[config.mk]
export PLATFORM = sky130hd
export DESIGN_NAME = inst_fetch_queue
export DESIGN_NICKNAME = d
export VERILOG_FILES = /design/src/rtl/inst_fetch_queue.sv
export SDC_FILE = /design/constraint.sdc
export NUM_CORES = 2
export LEC_CHECK = 0
export BUFFER_PORTS_ARGS = -buffer_cell sky130_fd_sc_hd__buf_2
export CAP_MARGIN = 15
export CORE_ASPECT_RATIO = 1.1
export CORE_MARGIN = 3
export CORE_UTILIZATION = 25
export DETAILED_ROUTE_END_ITERATION = 10
export HOLD_SLACK_MARGIN = 0.15
export PLACE_DENSITY = 0.4
export SYNTH_ARGS = -nofsm -noshare
export SYNTH_HDL_FRONTEND = slang
export SYNTH_SLANG_ARGS = --single-unit
[constraint.sdc]
create_clock -name clk -period 10.57 [get_ports clk]
set_clock_uncertainty 0.15 [all_clocks]
set_input_delay 2.114 -clock clk [delete_from_list [all_inputs] [get_ports clk]]
set_output_delay 2.114 -clock clk [all_outputs]
set_load 0.05 [all_outputs]
[src/rtl/inst_fetch_queue.sv]
// Instruction fetch queue: accepts FETCH_N-wide fetch lines, drops the slots
// below the fetch PC offset, buffers instructions with their PCs in a circular
// buffer and presents the two oldest entries to a dual-issue decode stage.
module inst_fetch_queue #(
    parameter int FETCH_N = 2,
    parameter int DEPTH   = 16
) (
    input  logic                    clk,
    input  logic                    rst,
    input  logic                    flush,
    input  logic                    in_valid,
    output logic                    in_ready,
    input  logic [31:0]             in_pc,
    input  logic [32*FETCH_N-1:0]   in_data,
    output logic                    out_valid0,
    output logic [31:0]             out_inst0,
    output logic [31:0]             out_pc0,
    output logic                    out_valid1,
    output logic [31:0]             out_inst1,
    output logic [31:0]             out_pc1,
    input  logic [1:0]              pop,
    output logic [$clog2(DEPTH):0]  count
);

    localparam int PW   = $clog2(DEPTH);
    localparam int CW   = PW + 1;
    localparam int LOGN = (FETCH_N > 1) ? $clog2(FETCH_N) : 1;

    logic [PW-1:0]   head_q, head_d;
    logic [PW-1:0]   tail_q, tail_d;
    logic [CW-1:0]   count_q, count_d;
    logic [31:0]     inst_q [DEPTH];
    logic [31:0]     pc_q   [DEPTH];

    logic [LOGN-1:0] off;
    logic [31:0]     base;
    logic            push;
    logic [CW-1:0]   n_in;
    logic [CW-1:0]   n_out;
    logic [1:0]      pop_eff;
    logic [PW-1:0]   head1;

    logic            wr_en  [FETCH_N];
    logic [PW-1:0]   wr_idx [FETCH_N];
    logic [31:0]     wr_pc  [FETCH_N];

    // A single-instruction line has no offset bits in the PC.
    generate
        if (FETCH_N > 1) begin : g_off
            assign off = in_pc[2 +: LOGN];
        end else begin : g_no_off
            assign off = '0;
        end
    endgenerate

    assign base     = in_pc & ~((32'(FETCH_N) << 2) - 32'd1);
    // Headroom check ignores the same-cycle pop to keep pop off the ready path.
    assign in_ready = (32'(DEPTH) - 32'(count_q)) >= 32'(FETCH_N);
    assign push     = in_valid && in_ready && !flush;
    assign n_in     = push ? (CW'(FETCH_N) - CW'(off)) : '0;
    assign pop_eff  = (pop == 2'd3) ? 2'd2 : pop;
    assign n_out    = (CW'(pop_eff) > count_q) ? count_q : CW'(pop_eff);
    assign head1    = head_q + PW'(1);

    // Per-slot write enable, target index and PC for the incoming line.
    always_comb begin
        for (int k = 0; k < FETCH_N; k++) begin
            wr_en[k]  = push && (k >= int'(off));
            wr_idx[k] = tail_q + PW'(k) - PW'(off);
            wr_pc[k]  = base + 32'(4 * k);
        end
    end

    // Storage write; contents are not reset since count gates visibility.
    always_ff @(posedge clk) begin
        for (int k = 0; k < FETCH_N; k++) begin
            if (wr_en[k]) begin
                inst_q[wr_idx[k]] <= in_data[32*k +: 32];
                pc_q[wr_idx[k]]   <= wr_pc[k];
            end
        end
    end

    // Next pointer and occupancy; flush wins over push and pop.
    always_comb begin
        head_d  = head_q;
        tail_d  = tail_q;
        count_d = count_q;
        if (flush) begin
            head_d  = '0;
            tail_d  = '0;
            count_d = '0;
        end else begin
            head_d  = head_q + PW'(n_out);
            tail_d  = tail_q + PW'(n_in);
            count_d = count_q + n_in - n_out;
        end
    end

    // Pointer and count registers.
    always_ff @(posedge clk or posedge rst) begin
        if (rst) begin
            head_q  <= '0;
            tail_q  <= '0;
            count_q <= '0;
        end else begin
            head_q  <= head_d;
            tail_q  <= tail_d;
            count_q <= count_d;
        end
    end

    // Head and head+1 presented to decode, zeroed when not valid.
    always_comb begin
        out_valid0 = (count_q >= CW'(1));
        out_valid1 = (count_q >= CW'(2));
        out_inst0  = out_valid0 ? inst_q[head_q] : '0;
        out_pc0    = out_valid0 ? pc_q[head_q]   : '0;
        out_inst1  = out_valid1 ? inst_q[head1]  : '0;
        out_pc1    = out_valid1 ? pc_q[head1]    : '0;
    end

    assign count = count_q;

endmodule

==> metrics.txt <==
result of the run=finished, final reports clean; final net count=3640; post-CTS repair timing setup buffer count=0; required time of the critical path=8.31 ns; Synth Area per Inst=16.4 µm²; unrepaired setup endpoints after global routing=no; worst skew pair latency=0.79 ns; proportion of synthesized chip area in sequential cells=53.4%; clock edge transition at the registers on the reported setup and hold paths=0.06 ns; met3 Usage GRT=3.65%; area of the mapped netlist=56100 µm²; library cell with the largest summed area after synthesis=edfxtp_1; register-to-register setup slack=5.50 ns; unique cell type count in the Yosys netlist=47; number of storage elements in the synthesis netlist=1005; overall via count from detail_route=32075; Placeable Area=222000 µm²; Slew headroom=21.5%; Starting Density=25.2%; aggregate global-route resource usage=17.1%; via-per-instance ratio=4.88; ys flop type=edfxtp_1; post-cts sizing count=0; reg-to-reg startpoint=count[1]; endpoint of the worst hold-timing path=pc_q[12][2]; average wire per cell in the routed design=30.2 µm; number of max-slew violations in the final report=0; achievable clock frequency=132 MHz; routability-driven placement congestion ratio=0.713; fraction of layout instances using a drive strength above 1=42.6%; total design power=17.0 mW; post-route antenna net violation count=0; Row Count=181; type of the worst min-delay path=reg -> reg; Total Die Area=230000 µm²; Syn-to-layout area delta=15.2%; Post-DP HPWL=108 mm; fraction of registers with async set/reset=1.29%; number of global-route vias before repair=34036; most common cell after layout, fill and taps aside=edfxtp_1; Critical R2R Capture=pc_q[13][5]; gate count of the mapped netlist=3423; dominant cells by area after synthesis=edfxtp_1, mux4_2, mux2_2; shortest clock period the worst path allows after layout=7.57 ns; CTS H-tree depth=4; met1 global-route usage=22.0%; Critical Path Sink Type=primary output; transition time at the pin with the least slew margin=1.17 ns; pin count of the biggest net entering global routing=128; Final Hold Fails=0; number of buffers inserted for hold repair after clock tree synthesis=0; top fanout value on the critical path=126; Congestion Overflow GR=0; Inserted Clock Buffers=132; type of the worst setup path=reg -> out; startpoint of the tightest hold check path=pc_q[12][2]; share of Yosys cell area claimed by the top area cell type=52.3%; CP Data Arrival Time=5.31 ns; wire length reported by the detailed router=198 mm; Detailed Route Iter0 Violations=2733; Fin Setup TNS=0 ns; fraction of the cycle the final worst path needs=71.6%; buffers from clock root to sink, at most=3; clock tree from TritonCTS=yes; number of synthesis warnings=0; count of flip-flops with a built-in enable after synthesis=976; master cell of the clock root buffer=clkbuf_16; Peak VDD IR=272 µV; power per cell area=264 nW/µm²; Filler cells=22073; Port Buf Inserts=231; CTS sink cnt=1005; highest-count cells in the layout ignoring fill and taps=edfxtp_1, mux4_2, mux2_2, and2_1, mux2i_1; count of final setup violators=0; Leak=20.5 nW; met2 Use GR=29.0%; detailed-routing iteration count for the pre-antenna-repair pass=5; residual DRC count=0; r2r worst-path depth=7; die extent in x=458 µm; I/O pin count=238; number of antenna violations at the first check in global routing=62; number of cells on the worst hold path=2; global-route wire length before repair=276 mm; max-capacitance violation count=0; routing layer with the top usage in global route=met2; Die H=503 µm; startpoint type of the worst setup path=register
cell families after synthesis:
group	after synthesis	share of synthesized area, %
buffers and inverters	389	3.05
multiplexers	1258	34.7
XOR/XNOR	15	0.234
other	1	0.00669
AO/OA/AOI/OAI	193	2.09
adder cells (fa/ha/maj)	26	0.634
flip-flops	1005	53.4
AND/OR/NAND/NOR	536	5.92
power breakdown:
part	internal (mW)	switching, mW	leakage [nW]	total (mW)
Sequential	4.49	0.112	9.39	4.61
Clock	2.50	1.86	2.02	4.36
Combinational	2.60	5.48	9.09	8.07
layout make-up:
cell class                 count  area [µm²]  share of cell area (%)
antenna                       20        50.0                  0.0774
clock buffer                 169        3520                    5.45
clock inverter                72         621                   0.960
inverter                      17        63.8                  0.0987
multi-input combinational   2033       24800                    38.4
sequential                  1005       30000                    46.4
tap                         2928        3660                    5.67
timing repair buffer         323        1920                    2.97
registers in the layout, indices dropped and copies added (netlist names):
| name | flops |
|---|---|
| tail_q | 4 |
| head_q | 4 |
| pc_q | 480 |
| count | 5 |
| inst_q | 512 |
per-stage QoR:
| stage | hold WS [ns] | cells | util, % | area, µm² | worst slack (ns) |
|---|---|---|---|---|---|
| final | 0.335 | 6567 | 29.1 | 64600 | 3.00 |
| after global routing | 0.376 | 6552 | 29.1 | 64600 | 2.62 |
| after detailed placement | 0.328 | 6306 | 27.2 | 60400 | 3.55 |
| after CTS | 0.336 | 6547 | 29.1 | 64600 | 2.69 |
| after floorplan | 0.297 | 3427 | - | 56100 | 4.58 |
| after global placement | 0.317 | 6305 | 27.2 | 60400 | 3.56 |
critical path, stage by stage, from the launching register on:
cell	delay (ns)
dfrtp_4	0.64
buf_4	0.65
buf_4	0.80
buf_12	0.64
mux4_2	0.35
mux2i_1	0.08
o22ai_1	0.77
buf_2	0.41
cells in the mapped netlist (2+ instances only):
cell,instances
a21oi_1,9
nor2b_1,9
and2_1,464
nor3_1,3
nor2_2,6
o21ai_1,3
dfrtp_1,13
xor2_1,7
or3_1,2
xnor2_1,8
or2_1,2
mux2i_1,249
buf_1,33
clkbuf_1,228
mux2_1,22
dfxtp_1,16
o21ai_0,30
nor2_1,19
o22ai_1,140
inv_1,17
nand2b_1,6
mux4_2,496
nor3b_1,2
buf_4,14
ha_1,22
mux2_2,490
nand3_1,2
o2111ai_1,4
fa_1,4
nand2_1,8
nor4bb_1,2
nor2_4,4
or2_2,2
edfxtp_1,976
buf_2,85
a21o_1,4
buf_6,12
worst max-delay path by stage:
stage	slack, ns	endpoint	startpoint
detailed placement	3.55	out_inst0[31]	head_q[1]
finish	3.00	out_inst0[30]	head_q[0]
CTS	2.69	out_inst0[31]	head_q[1]
global placement	3.56	out_inst0[31]	head_q[1]
global route	2.62	out_inst0[30]	head_q[0]
floorplan	4.58	inst_q[5][0]	in_pc[2]
layer usage:
metal  wire length (µm)  share of wire [%]
met3              10600                5.3
met2              97900                 49
met5                180              0.091
met4               5160                2.6
met1              84600                 43
Note: power is estimated with default switching activity, not from simulation.
